<file path="src/rtl/ram_bus_arbiter_if.sv">
// Shared bus between the client stages, the RAM arbiter and the RAM controller.
// Client addresses and write data are packed, client i in slice i.
interface ram_bus_arbiter_if #(
  parameter int NUM_CLIENTS = 4
);
  logic [NUM_CLIENTS-1:0]    cli_req;
  logic [NUM_CLIENTS-1:0]    cli_instr;
  logic [23*NUM_CLIENTS-1:0] cli_addr;
  logic [16*NUM_CLIENTS-1:0] cli_wdata;
  logic [NUM_CLIENTS-1:0]    cli_grant;
  logic [NUM_CLIENTS-1:0]    cli_done;
  logic [15:0]               cli_rdata;
  logic                      cli_err;
  logic                      ram_instruction;
  logic                      ram_latch;
  logic [22:0]               ram_addr;
  logic [15:0]               ram_wdata;
  logic [15:0]               ram_rdata;
  logic                      ram_ready;

  // Arbiter side: owns grant/done/rdata toward the clients and the command toward the RAM.
  modport master (
    input  cli_req, cli_instr, cli_addr, cli_wdata, ram_rdata, ram_ready,
    output cli_grant, cli_done, cli_rdata, cli_err,
    output ram_instruction, ram_latch, ram_addr, ram_wdata
  );

  // Environment side: the client stages plus the RAM controller.
  modport slave (
    output cli_req, cli_instr, cli_addr, cli_wdata, ram_rdata, ram_ready,
    input  cli_grant, cli_done, cli_rdata, cli_err,
    input  ram_instruction, ram_latch, ram_addr, ram_wdata
  );
endinterface

</file>
<file path="src/rtl/ram_bus_arbiter.sv">
// Round-robin arbiter serialising client RAM requests onto the single RAM
// controller port: one latch strobe per transaction, a done pulse back to the
// owner, and a timeout that forces completion with an error flag.
module ram_bus_arbiter #(
  parameter int NUM_CLIENTS    = 4,
  parameter int TIMEOUT_CYCLES = 255
) (
  input  logic              clk,
  input  logic              rst,
  ram_bus_arbiter_if.master bus
);

  localparam int PTR_W = (NUM_CLIENTS > 1) ? $clog2(NUM_CLIENTS) : 1;
  localparam int CNT_W = $clog2(TIMEOUT_CYCLES + 1);

  typedef enum logic [2:0] {
    IDLE,
    ISSUE,
    SETTLE,
    WAIT,
    COMPLETE
  } state_t;

  state_t state, state_next;

  logic [PTR_W-1:0]       last_ptr;
  logic [PTR_W-1:0]       owner;
  logic [PTR_W-1:0]       sel;
  logic [PTR_W-1:0]       cand;
  logic                   sel_valid;
  logic [NUM_CLIENTS-1:0] grant;
  logic                   instr_q;
  logic [22:0]            addr_q;
  logic [15:0]            wdata_q;
  logic [15:0]            rdata_q;
  logic [CNT_W-1:0]       wait_cnt;
  logic                   err_flag;
  logic                   timed_out;

  logic [22:0] addr_arr  [NUM_CLIENTS];
  logic [15:0] wdata_arr [NUM_CLIENTS];

  for (genvar g = 0; g < NUM_CLIENTS; g++) begin : g_unpack
    assign addr_arr[g]  = bus.cli_addr[23*g +: 23];
    assign wdata_arr[g] = bus.cli_wdata[16*g +: 16];
  end

  // Last WAIT cycle before the wait budget is exhausted.
  assign timed_out = (wait_cnt == CNT_W'(TIMEOUT_CYCLES - 1));

  // Round-robin pick: first requester after the last owner, wrapping, so the last owner ranks lowest.
  always_comb begin
    sel       = '0;
    sel_valid = 1'b0;
    cand      = '0;
    for (int k = 1; k <= NUM_CLIENTS; k++) begin
      cand = PTR_W'((int'(last_ptr) + k) % NUM_CLIENTS);
      if (!sel_valid && bus.cli_req[cand]) begin
        sel       = cand;
        sel_valid = 1'b1;
      end
    end
  end

  // State register.
  always_ff @(posedge clk or posedge rst) begin
    // NOTE: sequential state uses non-blocking assignments so every register sees pre-edge values.
    if (rst) state <= IDLE;
    else     state <= state_next;
  end

  // Next-state logic; ready is only looked at in IDLE and WAIT since the controller drops it after a latch.
  always_comb begin
    state_next = state;
    case (state)
      IDLE:     if (sel_valid && bus.ram_ready) state_next = ISSUE;
      ISSUE:    state_next = SETTLE;
      SETTLE:   state_next = WAIT;
      WAIT:     if (bus.ram_ready || timed_out) state_next = COMPLETE;
      COMPLETE: state_next = IDLE;
      default:  state_next = IDLE;
    endcase
  end

  // Strobes decoded from the state: latch in ISSUE, done/err toward the owner in COMPLETE.
  always_comb begin
    // NOTE: every combinational output gets a default first so no latch is inferred.
    bus.ram_latch = 1'b0;
    bus.cli_done  = '0;
    bus.cli_err   = 1'b0;
    case (state)
      ISSUE: bus.ram_latch = 1'b1;
      COMPLETE: begin
        bus.cli_done = grant;
        bus.cli_err  = err_flag;
      end
      default: ;
    endcase
  end

  // Transaction registers: grant/command capture, wait counter, read data and error flag.
  always_ff @(posedge clk or posedge rst) begin
    if (rst) begin
      grant    <= '0;
      owner    <= '0;
      last_ptr <= PTR_W'(NUM_CLIENTS - 1);
      instr_q  <= 1'b0;
      addr_q   <= '0;
      wdata_q  <= '0;
      rdata_q  <= '0;
      wait_cnt <= '0;
      err_flag <= 1'b0;
    end else begin
      case (state)
        IDLE: begin
          if (sel_valid && bus.ram_ready) begin
            grant   <= NUM_CLIENTS'(1) << sel;
            owner   <= sel;
            instr_q <= bus.cli_instr[sel];
            addr_q  <= addr_arr[sel];
            wdata_q <= wdata_arr[sel];
          end
        end
        SETTLE: wait_cnt <= '0;
        WAIT: begin
          wait_cnt <= wait_cnt + 1'b1;
          if (bus.ram_ready) begin
            if (!instr_q) rdata_q <= bus.ram_rdata;
          end else if (timed_out) begin
            err_flag <= 1'b1;
          end
        end
        COMPLETE: begin
          last_ptr <= owner;
          grant    <= '0;
          err_flag <= 1'b0;
        end
        default: ;
      endcase
    end
  end

  assign bus.cli_grant       = grant;
  assign bus.cli_rdata       = rdata_q;
  assign bus.ram_instruction = instr_q;
  assign bus.ram_addr        = addr_q;
  assign bus.ram_wdata       = wdata_q;

endmodule

</file>
<file path="src/flat_wrapper.sv">
// flat-port wrapper written by rule: the top's interface ports become plain ports
module ram_bus_arbiter_flat 
#(
  parameter int NUM_CLIENTS    = 4,
  parameter int TIMEOUT_CYCLES = 255
)
  (clk, rst, bus_cli_req, bus_cli_instr, bus_cli_addr, bus_cli_wdata, bus_ram_rdata, bus_ram_ready, bus_cli_grant, bus_cli_done, bus_cli_rdata, bus_cli_err, bus_ram_instruction, bus_ram_latch, bus_ram_addr, bus_ram_wdata);
  ram_bus_arbiter_if #(.NUM_CLIENTS(NUM_CLIENTS)) bus_i ();
  input  logic clk;
  input  logic rst;
  input wire logic [$bits(bus_i.cli_req)-1:0] bus_cli_req;
  input wire logic [$bits(bus_i.cli_instr)-1:0] bus_cli_instr;
  input wire logic [$bits(bus_i.cli_addr)-1:0] bus_cli_addr;
  input wire logic [$bits(bus_i.cli_wdata)-1:0] bus_cli_wdata;
  input wire logic [$bits(bus_i.ram_rdata)-1:0] bus_ram_rdata;
  input wire logic [$bits(bus_i.ram_ready)-1:0] bus_ram_ready;
  output wire logic [$bits(bus_i.cli_grant)-1:0] bus_cli_grant;
  output wire logic [$bits(bus_i.cli_done)-1:0] bus_cli_done;
  output wire logic [$bits(bus_i.cli_rdata)-1:0] bus_cli_rdata;
  output wire logic [$bits(bus_i.cli_err)-1:0] bus_cli_err;
  output wire logic [$bits(bus_i.ram_instruction)-1:0] bus_ram_instruction;
  output wire logic [$bits(bus_i.ram_latch)-1:0] bus_ram_latch;
  output wire logic [$bits(bus_i.ram_addr)-1:0] bus_ram_addr;
  output wire logic [$bits(bus_i.ram_wdata)-1:0] bus_ram_wdata;
  assign bus_i.cli_req = bus_cli_req;
  assign bus_i.cli_instr = bus_cli_instr;
  assign bus_i.cli_addr = bus_cli_addr;
  assign bus_i.cli_wdata = bus_cli_wdata;
  assign bus_i.ram_rdata = bus_ram_rdata;
  assign bus_i.ram_ready = bus_ram_ready;
  assign bus_cli_grant = bus_i.cli_grant;
  assign bus_cli_done = bus_i.cli_done;
  assign bus_cli_rdata = bus_i.cli_rdata;
  assign bus_cli_err = bus_i.cli_err;
  assign bus_ram_instruction = bus_i.ram_instruction;
  assign bus_ram_latch = bus_i.ram_latch;
  assign bus_ram_addr = bus_i.ram_addr;
  assign bus_ram_wdata = bus_i.ram_wdata;
  ram_bus_arbiter #(.NUM_CLIENTS(NUM_CLIENTS), .TIMEOUT_CYCLES(TIMEOUT_CYCLES)) u_core (.clk(clk), .rst(rst), .bus(bus_i));
endmodule
</file>
<file path="config.mk">
export PLATFORM = sky130hd
export DESIGN_NAME = ram_bus_arbiter_flat
export DESIGN_NICKNAME = d
export VERILOG_FILES = /design/src/rtl/ram_bus_arbiter_if.sv /design/src/rtl/ram_bus_arbiter.sv /design/src/flat_wrapper.sv
export SDC_FILE = /design/constraint.sdc
export NUM_CORES = 1
export LEC_CHECK = 0
export ABC_AREA = 1
export BUFFER_PORTS_ARGS = -buffer_cell sky130_fd_sc_hd__buf_2
export CAP_MARGIN = 20
export CORE_ASPECT_RATIO = 2
export CORE_MARGIN = 2
export CORE_UTILIZATION = 42
export CTS_CLUSTER_DIAMETER = 200
export DETAILED_ROUTE_END_ITERATION = 8
export MAX_ROUTING_LAYER = met4
export PLACE_DENSITY = 0.84
export REMOVE_ABC_BUFFERS = 1
export SLEW_MARGIN = 20
export SYNTH_ARGS = -nofsm -noshare
export SYNTH_HDL_FRONTEND = slang
export SYNTH_SLANG_ARGS = --single-unit
</file>
<file path="constraint.sdc">
create_clock -name clk -period 2.05 [get_ports clk]
set_input_delay 0.1025 -clock clk [delete_from_list [all_inputs] [get_ports clk]]
set_output_delay 0.1025 -clock clk [all_outputs]
set_load 0.1 [all_outputs]
</file>
==> out/results.md <==
| Metric | Reported |
|---|---|
| Status | finished with violations |
| Failing checks | setup timing |
| CTS max path bufs | 2 |
| Share of synthesized area occupied by flip-flops and latches | 38.99% |
| Die area | 12560 um2 |
| Site row count | 55 |
| Half-perimeter wire length after placement | 11720 um |
| Kind of capture point of the worst setup path | flop |
| Total length of routed wires | 16370 um |
| Most common cell in the synthesized netlist | sky130_fd_sc_hd__nand2_1 |
| Pin count of the biggest net entering global routing | 54 |
| Cell Count, Final, Fillers Out | 1167 |
| Number of H-tree levels | 3 |
| Post-route antenna net violation count | 0 |
| Final cycle utilization of the critical path | 106.1% |
| Placed cell count | 1137 |
| Count of port buffers added during placement | 248 |
| Shortest period the worst path allows | 2.175 ns |
| Number of vias per cell | 4.956 |
| Classification of the worst-slack hold path | primary input to flop |
| Highest clock frequency the design can meet | 459.7 MHz |
| Total setup violations reported at the end of the flow | 41 |
| Initial Util | 43.02% |
| Latest clock arrival within the worst-skew pair | 0.34 ns |
| Number of iterations in the first detailed-routing pass | 4 |
| Wire length of the first global-routing pass | 25320 um |
| Data arrival time of the critical path | 2.45 ns |
| Boundary Pins | 249 |
| Drt initial violations | 353 |
| Top area cells in the synthesized netlist | sky130_fd_sc_hd__dfrtp_1 (38%), sky130_fd_sc_hd__nand2_1 (35%), sky130_fd_sc_hd__nand3_1 (9.1%) |
| Count of final max-slew check failures | 0 |
| TritonCTS Buffers | 9 |
| Dominant cell type by area after synthesis | sky130_fd_sc_hd__dfrtp_1 |
| Die H | 156.5 um |
| Total number of nets in the final design | 1206 |
| Fraction of final layout cells sized beyond drive strength 1 | 33.46% |
| Summed instance area of the synthesized netlist | 4885 um2 |
| Worst-path clk slew | 0.06 ns |
| #FFs+latches synth | 76 |
| Slew of the pin with the lowest slew margin | 0.8128 ns |
| Top cell types by occurrence after synthesis | sky130_fd_sc_hd__nand2_1 (449), sky130_fd_sc_hd__nand3_1 (89), sky130_fd_sc_hd__dfrtp_1 (74), sky130_fd_sc_hd__inv_1 (24), sky130_fd_sc_hd__clkbuf_1 (23) |
| Drt wl/cell | 14.03 um |
| Cell count after synthesis | 763 |
| Area Growth Syn to Fin | 44.88% |
| Number of antenna violations at the first check in global routing | 0 |
| Total via count after detailed routing | 5784 |
| Clock Sinks | 76 |
| TritonCTS clock tree | built |
| Required time at the endpoint of the critical path | 2.33 ns |
| Critical path fanouts, max | 19 |
| Synth Warn # | 0 |
| Slew headroom | 45.81% |
| Global placement routability congestion | 0.9121 |
| Inserted Diodes | 0 |
| Fraction of post-synthesis cell area in the top cell type by area | 37.91% |
| GRT Total Usage | 26.51% |
| Max-cap violations | 0 |
| Unrepaired setup endpoints after global routing | yes |
| Clock skew | 0.009415 ns |
| Number of global-route vias before repair | 5455 |
| Main flop type after synthesis | sky130_fd_sc_hd__dfrtp_1 |
| Leftover overflow at the end of global routing | 0 |
| Clock tree root buffer cell | sky130_fd_sc_hd__clkbuf_16 |
| Overall die width | 80.26 um |
| Number of synthesized flops with an enable pin | 0 |
| Core box area | 11350 um2 |
| Critical path launch point type | flop |
| Mean Syn Cell Area | 6.402 um2 |
| Remaining design rule violation count | 0 |
| Final hold violations | 0 |
| Critical path start-end classification | flop to flop |
| Async set-or-reset flop fraction in the synthesized netlist | 100.0% |
| Unique masters post-synth | 28 |
| Min setup slack post-route | -0.1255 ns |
==> final timing paths <==
kind | from | end | slack [ns] | cells after the start
setup / recovery | u_core.last_ptr[1] | u_core.bus.ram_addr[21] | -0.13 | 17
hold / removal | bus_ram_rdata[8] | u_core.bus.cli_rdata[8] | 0.005 | 2
setup reg to reg | u_core.last_ptr[1] | u_core.bus.ram_addr[21] | -0.13 | 17
hold reg to reg | u_core.bus.ram_wdata[5] | u_core.bus.ram_wdata[5] | 0.47 | 2
max in group asynchronous | rst | u_core.bus.ram_addr[13] | 0.99 | 4
min in group asynchronous | rst | u_core.bus.cli_rdata[3] | 0.44 | 3
==> sequential cells by signal, summed over array words and instances (netlist names) <==
name,flops
u_core.bus.cli_grant,4
u_core.bus.ram_wdata,16
u_core.bus.ram_addr,23
u_core.owner,2
u_core.last_ptr,2
u_core.wait_cnt,8
u_core.bus.cli_rdata,16
u_core.err_flag,1
u_core.state,3
u_core.bus.ram_instruction,1
==> cell type report <==
type | instances | area (um2)
repair buffers | 290 | 1868
well taps | 142 | 177.7
clock buffers | 11 | 232.7
fillers | 1071 | 4278
flip-flops and latches | 76 | 1904
clock inverters | 4 | 51.30
inverters | 28 | 113.9
multi-input cells | 616 | 2729
==> cell usage in the layout (no fill, tap or decap), types with 3 or more instances in the layout <==
cell / instances
sky130_fd_sc_hd__dlygate4sd3_1: 9
sky130_fd_sc_hd__buf_4: 16
sky130_fd_sc_hd__buf_6: 3
sky130_fd_sc_hd__nor3_1: 7
sky130_fd_sc_hd__nand2_2: 16
sky130_fd_sc_hd__o21ai_0: 11
sky130_fd_sc_hd__nor2_1: 18
sky130_fd_sc_hd__buf_12: 15
sky130_fd_sc_hd__mux2_2: 16
sky130_fd_sc_hd__dfrtp_1: 74
sky130_fd_sc_hd__buf_2: 243
sky130_fd_sc_hd__a21oi_1: 7
sky130_fd_sc_hd__nand2_1: 435
sky130_fd_sc_hd__inv_1: 23
sky130_fd_sc_hd__nand3_1: 87
sky130_fd_sc_hd__clkbuf_16: 10
sky130_fd_sc_hd__buf_16: 3
sky130_fd_sc_hd__nand3_2: 3
==> critical path, cell delays in order (launching register included) <==
cell and delay (ns):
sky130_fd_sc_hd__dfstp_2 0.59, sky130_fd_sc_hd__inv_2 0.08, sky130_fd_sc_hd__nand2_1 0.11, sky130_fd_sc_hd__nand2_2 0.09, sky130_fd_sc_hd__nand2_1 0.09, sky130_fd_sc_hd__nand2_2 0.07, sky130_fd_sc_hd__nand2_1 0.07, sky130_fd_sc_hd__nand2_2 0.09
sky130_fd_sc_hd__nor2_4 0.12, sky130_fd_sc_hd__nand2_4 0.10, sky130_fd_sc_hd__nand2_8 0.14, sky130_fd_sc_hd__buf_12 0.17, sky130_fd_sc_hd__nand2_1 0.06, sky130_fd_sc_hd__nand2_1 0.07, sky130_fd_sc_hd__nand2_1 0.05, sky130_fd_sc_hd__nand2_1 0.08
sky130_fd_sc_hd__nand2_1 0.05, sky130_fd_sc_hd__nand2_1 0.05
==> cells by family (layout without fill, tap and decap cells) <==
logic type / Yosys count / count (layout) / share of synthesized area [%]
buffers and inverters: 71 / 333 / 6.762
multiplexers: 16 / 16 / 3.688
flip-flops: 76 / 76 / 38.99
AO/OA/AOI/OAI: 22 / 22 / 2.408
AND/OR/NAND/NOR: 576 / 576 / 47.64
adder cells (fa/ha/maj): 2 / 2 / 0.5122
==> stage by stage <==
step / setup WS [ns] / cell area (um2) / hold slack, ns / util (%) / TNS [ns]
3_5_place_dp: -0.2062 / 6470 / 0.2754 / 56.98 / -4.538
4_1_cts: -0.07211 / 7014 / 0.0002141 / 61.77 / -0.8353
2_1_floorplan: -1.186 / 4659 / 0.2531 / - / -56.27
6_report: -0.1255 / 7077 / 0.004784 / 62.33 / -3.298
3_3_place_gp: -0.1521 / 6470 / 0.2728 / 56.98 / -3.071
5_1_grt: -0.2651 / 7077 / 0.004858 / 62.33 / -9.704
==> routing by layer <==
metal | share of wire (%) | vias to the layer above | wire length, um | GRT usage (%)
met5 | 0 | - | 0 | -
met4 | 3.6 | 0 | 595 | 11.86
met3 | 4.9 | 48 | 803 | 2.884
met2 | 55 | 231 | 8962 | 47.54
met1 | 37 | 2608 | 6008 | 28.78
li1 | - | 2897 | - | -
==> what timing repair did <==
| action | CTS | global route |
|---|---|---|
| endpoints found under the hold margin | 49 | 0 |
| setup endpoints to repair | 42 | 46 |
| pin swaps | 6 | 6 |
| gates resized for setup | 19 | 17 |
| gates cloned | 3 | 1 |
| hold buffers | 9 | 0 |
| buffers inserted | 2 | 1 |
Power is left out: the tool's default activity adds up to more than one toggle a clock period on the data nets, which glitch-free logic cannot reach.
